==> config.mk <==
export PLATFORM = sky130hd
export DESIGN_NAME = sn74169_ctrl
export DESIGN_NICKNAME = d
export VERILOG_FILES = /design/src/rtl/sn74169_ctrl.sv
export SDC_FILE = /design/constraint.sdc
export NUM_CORES = 1
export LEC_CHECK = 0
export ABC_AREA = 1
export CAP_MARGIN = 20
export CORE_ASPECT_RATIO = 2
export CORE_MARGIN = 2
export CORE_UTILIZATION = 43
export CTS_CLUSTER_SIZE = 24
export DETAILED_ROUTE_END_ITERATION = 6
export PLACE_DENSITY = 0.86
export SLEW_MARGIN = 20
export SYNTH_ARGS = -nofsm -noshare
export SYNTH_HDL_FRONTEND = slang
export SYNTH_SLANG_ARGS = --single-unit
==> constraint.sdc <==
create_clock -name CLK -period 1.55 [get_ports CLK]
set_input_delay 0.31 -clock CLK [delete_from_list [all_inputs] [get_ports CLK]]
set_output_delay 0.31 -clock CLK [all_outputs]
set_load 0.1 [all_outputs]
==> src/rtl/sn74169_ctrl.sv <==
// Sequencer for an sn74169 4-bit up/down counter: loads a preset, steps it at a
// prescaled rate to a terminal value, pulses DONE, and optionally reloads.
module sn74169_ctrl #(
  parameter int DIV = 1
) (
  input  logic       CLK,
  input  logic       RST,
  input  logic       START,
  input  logic       STOP,
  input  logic       MODE,
  input  logic       DIR,
  input  logic [3:0] PRESET,
  input  logic [3:0] TERMV,
  input  logic [3:0] Q_FB,
  output logic [3:0] A,
  output logic       LOADB,
  output logic       ENPB,
  output logic       ENTB,
  output logic       U_DB,
  output logic       DONE,
  output logic       BUSY
);

  localparam int PC_W = (DIV > 1) ? $clog2(DIV) : 1;
  localparam logic [PC_W-1:0] PC_LAST = PC_W'(DIV - 1);

  typedef enum logic [1:0] {S_IDLE, S_LOAD, S_RUN, S_TERM} state_t;

  state_t          state;
  logic [3:0]      pre_l;
  logic [3:0]      term_l;
  logic            dir_l;
  logic [PC_W-1:0] pc;
  logic            step_en;
  logic [PC_W-1:0] pc_inc;
  logic            strobe_n;

  // Counter value one step short of the terminal value, modulo 16.
  function automatic logic [3:0] penult(input logic [3:0] term, input logic up);
    return up ? term - 4'd1 : term + 4'd1;
  endfunction

  // ENPB/ENTB are registered, so the strobe is computed for the following cycle.
  always_comb begin
    step_en  = (state == S_RUN) && (pc == PC_LAST);
    pc_inc   = step_en ? '0 : pc + PC_W'(1);
    strobe_n = (pc_inc != PC_LAST);
  end

  always_ff @(posedge CLK) begin
    if (RST) begin
      state  <= S_IDLE;
      A      <= 4'd0;
      LOADB  <= 1'b1;
      ENPB   <= 1'b1;
      ENTB   <= 1'b1;
      U_DB   <= 1'b0;
      DONE   <= 1'b0;
      BUSY   <= 1'b0;
      pc     <= '0;
      pre_l  <= 4'd0;
      term_l <= 4'd0;
      dir_l  <= 1'b0;
    end else if (STOP) begin
      state <= S_IDLE;
      A     <= 4'd0;
      LOADB <= 1'b1;
      ENPB  <= 1'b1;
      ENTB  <= 1'b1;
      U_DB  <= 1'b0;
      DONE  <= 1'b0;
      BUSY  <= 1'b0;
      pc    <= '0;
    end else begin
      LOADB <= 1'b1;
      ENPB  <= 1'b1;
      ENTB  <= 1'b1;
      DONE  <= 1'b0;
      case (state)
        S_IDLE: begin
          if (START) begin
            pre_l  <= PRESET;
            term_l <= TERMV;
            dir_l  <= DIR;
            state  <= S_LOAD;
            LOADB  <= 1'b0;
            A      <= PRESET;
            U_DB   <= DIR;
            BUSY   <= 1'b1;
          end
        end
        S_LOAD: begin
          pc <= '0;
          if (pre_l == term_l) begin
            state <= S_TERM;
            DONE  <= 1'b1;
          end else begin
            state <= S_RUN;
            ENPB  <= (PC_LAST != '0);
            ENTB  <= (PC_LAST != '0);
          end
        end
        S_RUN: begin
          // The counter reaches TERMV at the same edge that moves us to TERM.
          if (step_en && (Q_FB == penult(term_l, dir_l))) begin
            state <= S_TERM;
            DONE  <= 1'b1;
          end else begin
            pc   <= pc_inc;
            ENPB <= strobe_n;
            ENTB <= strobe_n;
          end
        end
        S_TERM: begin
          if (MODE) begin
            state <= S_LOAD;
            LOADB <= 1'b0;
            A     <= pre_l;
          end else begin
            state <= S_IDLE;
            A     <= 4'd0;
            U_DB  <= 1'b0;
            BUSY  <= 1'b0;
          end
        end
        default: state <= S_IDLE;
      endcase
    end
  end

endmodule

## Word-level counts from Yosys, hierarchy flattened

Cells that the tools add are included.

- Muxes and demuxes: 25
- Reductions and logical operators: 11
- Bitwise logic cells: 2
- Eq/ne operators: 9
- Add/sub/neg operators: 3

Operators by type and width:

| cell | number |
|---|---|
| $mux 1 | 12 |
| $mux 4 | 3 |
| $pmux 1 s2 | 6 |
| $eq 4x4->1 | 2 |
| $pmux 2 s4 | 1 |
| $pmux 4 s2 | 1 |
| $ne 2x2->1 const B | 3 |
| $reduce_and 2->1 | 3 |
| $reduce_and 3->1 | 2 |
| $add 4x1->4 const B | 1 |
| $eq 2x2->1 const B | 2 |
| $mux 2 | 2 |
| $reduce_bool 2->1 | 2 |
| $sub 4x1->4 const B | 1 |
| $eq 2x1->1 const B | 1 |
| $logic_and 1x1->1 | 2 |
| $logic_not 2->1 | 1 |
| $ne 2x1->1 const B | 1 |
| $not 1->1 | 2 |
| $reduce_or 2->1 | 1 |
| $add 1x1->1 const B | 1 |

- Register bits after elaboration: 21
- Bits of input ports: 18

## Depth between registers and ports, before layout

Gate-level depths: netlist (run 1).

- Depth after elaboration: 6
- Gate-level depth with buffers: 13
- Depth with buffers taken out: 13

## Least setup slack after synthesis (run 1)

Ideal clock, no wire load.

- Kind: register -> register
- Start: register term_l[0]
- End: register state[1]
- Data required time: 1.436 ns
- Cell stages (with the launch flop): 12
- Setup time: 0.114 ns
- Path slack: -0.129 ns
- Arrival time: 1.566 ns
- Period minus slack after synthesis: 1.679 ns
- Cells stage by stage: dfxtp_1 > inv_1 > fa_1 > nor2_1 > nor2_1 > nand3_1 > nor2_2 > nand2_2 > nand2_2 > nand2_1 > nand2_1 > nor2_1

- Cells in the longest elaborated chain, start to end: 6
- Elaborated cells between the ends (all ways): 7
- Classes of those cells: 2 x add/sub; 2 x eq/ne; 1 x mux; 2 x reduce/logical

RTL lines:

| what | line | text |
|---|---|---|
| from (decl) | 31 | `logic [3:0] term_l;` |
| from (signal assigned) | 62 | `term_l <= 4'd0;` |
| from (signal assigned) | 83 | `term_l <= TERMV;` |
| $add 4x1->4 / $sub 4x1->4 (equally long branches) | 40 | `return up ? term - 4'd1 : term + 4'd1;` |
| $mux 4 * | 40 |  |
| $eq 4x4->1 * | 105 | `if (step_en && (Q_FB == penult(term_l, dir_l))) begin` |
| $logic_and 1x1->1 * | 105 |  |
| $ne 2x1->1 (no line) * | n/a |  |
| $reduce_and 2->1 (no line) * | n/a |  |
| to (signal assigned) | 106 | `state <= S_TERM;` |
| to (signal assigned) | 116 | `state <= S_LOAD;` |
| to (signal assigned) | 120 | `state <= S_IDLE;` |
| to (decl) | 29 | `state_t state;` |

Mark *: on every way between the ends. The rest lies on a longest branch, timed or not.
A chain may end at the register's enable or synchronous reset.

## Worst setup path after layout (run 1)

Ends and elaborated chain as after synthesis.

==> metrics.log, run 1 <==
[metrics] outcome: finished, violations left
[metrics] failing checks: negative setup slack
[metrics] detailed router's first-iteration violation count: 66
[metrics] total power draw: between 0.001 and 0.0015 W
[metrics] type of the setup path with the least slack: reg2reg
[metrics] diodes inserted: 0
[metrics] final routed DRC violation total: 0
[metrics] worst reg2reg startpoint: term_l[0]
[metrics] max capacitance violation total: 0
[metrics] WL per Instance: roughly 12 µm
[metrics] delay of the slowest critical-path stage: between 500 and 600 ps
[metrics] residual antenna-violating net count after detailed routing: 0
[metrics] First-pass DRT Iterations: 4
[metrics] root buffer cell: clkbuf_8
[metrics] Least-Margin Pin Slew: approximately 240 ps
[metrics] minimum setup slack among reg-to-reg paths: -140 ps
[metrics] Layout Area Growth over Synthesis: 50.1%
[metrics] clock tree from TritonCTS: done
[metrics] hold path startpoint: pc
[metrics] kind of end point of the critical path: flip-flop
[metrics] number of buffers inserted for hold repair after clock tree synthesis: 0
[metrics] HP Class: reg2reg
[metrics] largest buffer count on any clock path: 2
[metrics] number of H-tree levels: 1
[metrics] ordered list of cells on the worst path: inv_2 > fa_2 > nor2_1 > nor2_1 > nand3_1 > nor2_2 > nand2_2 > nand2_2 > nand2_1 > nand2_1 > nor2_1
[metrics] Worst Hold End: pc
[metrics] portion of the post-synthesis area used by sequential elements: 0.366
[metrics] core region area: around 2500 µm²
[metrics] kind of start point of the critical path: flip-flop
[metrics] number of buffers added by the clock tree synthesis step: 3
[metrics] number of warnings printed during yosys synthesis: 0
[metrics] antenna violations before repair: 0
[metrics] maximum number of pins on one net before global-route repair: 12
[metrics] r2r worst-path depth: 11
[metrics] worst r2r dst: state[1]
[metrics] dpl hpwl: about 2.3 mm
[metrics] final critical path time including I/O delays and setup: roughly 1700 ps
[metrics] maximum clock rate: a little under 0.6 GHz
[metrics] highest-count cells in the layout ignoring fill and taps: nand2_1, inv_1, dfxtp_1, clkdlybuf4s50_1, buf_4
[metrics] count of buffers from port buffering: 27
[metrics] clock sink total: 21
[metrics] vias post-DR: approximately 1200
[metrics] fraction of layout cells with a size suffix above 1: 0.225
[metrics] cell area after synthesis: 1150 µm²
[metrics] remaining max-slew budget at the tightest pin: 0.841
[metrics] final period utilization: 1.09
[metrics] number of library cell types mapped by synthesis: 23
[metrics] largest cells by area after synthesis: dfxtp_1, nand2_1, inv_1
[metrics] via count of the first global-routing pass: around 1200
[metrics] ports placed on the boundary: 28
[metrics] synthesized net count: about 190
[metrics] number of nets at the end of the flow: ~240
[metrics] arrival time at the worst endpoint: 1850 ps
[metrics] leakage power total: ~0.8 nW
[metrics] Post-Route WL: 2.95 mm
[metrics] starting density of the core: 0.452
[metrics] number of endpoints with negative hold slack in the final report: 0
[metrics] utilization after layout: 0.679
[metrics] required time at the endpoint of the critical path: 1710 ps
[metrics] Vert. Die Dim: about 77 µm
[metrics] Global Route Usage Sum: 0.229
[metrics] insertion delay to the later sink of the worst-skew pair: about 260 ps
[metrics] Max stage delay cell, worst path: fa_2
[metrics] Syn Inst Count: between 150 and 200
[metrics] horizontal extent of the die: between 40 and 50 µm
[metrics] Avg Synthesized Cell Area: 7.04 µm²
[metrics] power density normalized to cell area: between 800 and 900 nW/µm²
[metrics] vias per inst: 5.23
[metrics] area of the die: ~3100 µm²
[metrics] worst-path maximum fanout: 3
[metrics] Top cell by count, worst path: nor2_1
[metrics] setup slack after layout: -141 ps
[metrics] number of rows in the core area: 26
[metrics] flip-flop and latch count after synthesis: 21
[metrics] most common library cell in the layout ignoring fill and taps: nand2_1
[metrics] global-route wire length before repair: between 5 and 6 mm
[metrics] final count of pins violating max slew: 0
[metrics] cell depth of the worst min-delay path: 2
[metrics] total setup violations reported at the end of the flow: 3
[metrics] worst ir drop on vdd: about 0.63 mV
[metrics] Routability Congestion: just over 0.8
[metrics] Fin Clk Skew: 4.30 ps
[metrics] clock transition at the registers of the reported paths: approximately 70 ps
[metrics] share of the synthesized area in the top cell type: 0.366
[metrics] Synth area leader: dfxtp_1
[metrics] setup repair after global routing missed its margin: yes
[metrics] global-route congestion overflow total: 0
-- where the power goes --
part / leakage [nW] / switching, W / total [W] / internal, W
registers: 0.173 / 0.0000308 / 0.000606 / 0.000575
logic: 0.599 / 0.000273 / 0.000472 / 0.000199
clock network: 0.0228 / 0.000175 / 0.000359 / 0.000183
total: 0.794 / 0.000479 / 0.00144 / 0.000958
-- how the worst max path moves through the flow --
stage | startpoint | end | slack, ps | cells past startpoint
2_1_floorplan | term_l[1] | state[1] | -40 | 11
3_3_place_gp | term_l[1] | state[1] | -60 | 11
3_5_place_dp | term_l[1] | state[1] | -120 | 11
4_1_cts | term_l[1] | state[1] | -120 | 11
5_1_grt | term_l[0] | state[1] | -270 | 11
6_report | term_l[0] | state[1] | -140 | 11
-- sequential cells by signal, summed over array words and instances, names as in the netlist --
| name | count |
|---|---|
| A | 4 |
| pre_l | 4 |
| term_l | 4 |
| state | 2 |
| BUSY | 1 |
| DONE | 1 |
| ENTB | 1 |
| LOADB | 1 |
| U_DB | 1 |
| dir_l | 1 |
| pc | 1 |
-- per-layer routing --
metal  vias to the layer above  global-route usage  wire (µm)
met2                        39               0.386       1670
met5                         -                   0          0
met1                       570               0.240       1040
met3                        13              0.0376        120
li1                        618                   -          -
met4                         0               0.137        129
-- synth_stat cells --
| master | n |
|---|---|
| fa_1 | 1 |
| o22ai_1 | 5 |
| nor2_2 | 2 |
| xnor2_1 | 1 |
| o21ai_4 | 1 |
| nor2_1 | 12 |
| nand2_2 | 3 |
| ha_1 | 6 |
| o21ai_0 | 14 |
| nor4_1 | 1 |
| nand2_1 | 34 |
| dfxtp_1 | 21 |
| nand4_1 | 1 |
| o211ai_1 | 1 |
| a21oi_2 | 1 |
| inv_1 | 27 |
| buf_4 | 1 |
| a31oi_1 | 1 |
| nor2_4 | 1 |
| inv_2 | 2 |
| xor2_1 | 1 |
| nand3_1 | 11 |
| a21oi_1 | 15 |
-- worst max-delay path, delay by kind of cell (launching register included) --
family / cells / cell delay (ps)
buf+inv: 1 / 50
simple gates: 9 / 640
fa+ha+maj: 1 / 560
flops: 1 / 340
-- area by class of cell --
class	count	area, µm²
tap	28	35.0
inverter	29	109
sequential	21	425
clock buffer	4	45.0
timing repair buffer	43	490
multi-input combinational	112	617
fill	202	816
-- per-stage QoR --
| stage | instance area, µm² | setup WS (ps) | TNS [ps] | hold WS [ps] | std cells |
|---|---|---|---|---|---|
| 6_report | 1720 | -141 | -384 | 456 | 237 |
| 5_1_grt | 1720 | -271 | -1030 | 487 | 237 |
| 4_1_cts | 1710 | -116 | -240 | 462 | 236 |
| 3_5_place_dp | 1660 | -124 | -250 | 451 | 232 |
| 3_3_place_gp | 1660 | -55.7 | -110 | 432 | 232 |
| 2_1_floorplan | 1150 | -40.8 | -59.2 | 421 | 163 |
-- kinds of logic after synthesis --
| group | Yosys count | share of synthesized area |
|---|---|---|
| AOI/OAI and AO/OA | 38 | 0.188 |
| xor gates and xnor gates | 2 | 0.0153 |
| adders and majority gates | 7 | 0.0829 |
| buffers and inverters | 30 | 0.101 |
| DFF | 21 | 0.366 |
| and+or+nand+nor | 65 | 0.246 |
-- repair_timing --
action	4_1_cts	5_1_grt
endpoints found under the setup margin	3	10
setup buffers	0	1
resized for setup	0	2
pin swaps	1	2
(Power assumes the default switching activity.)
==> run 2, diff against run 1 <==
- SLEW_MARGIN: 20 -> 30
==> results of run 2 <==
Final layout, timing and power as in run 1 (identical DEF).
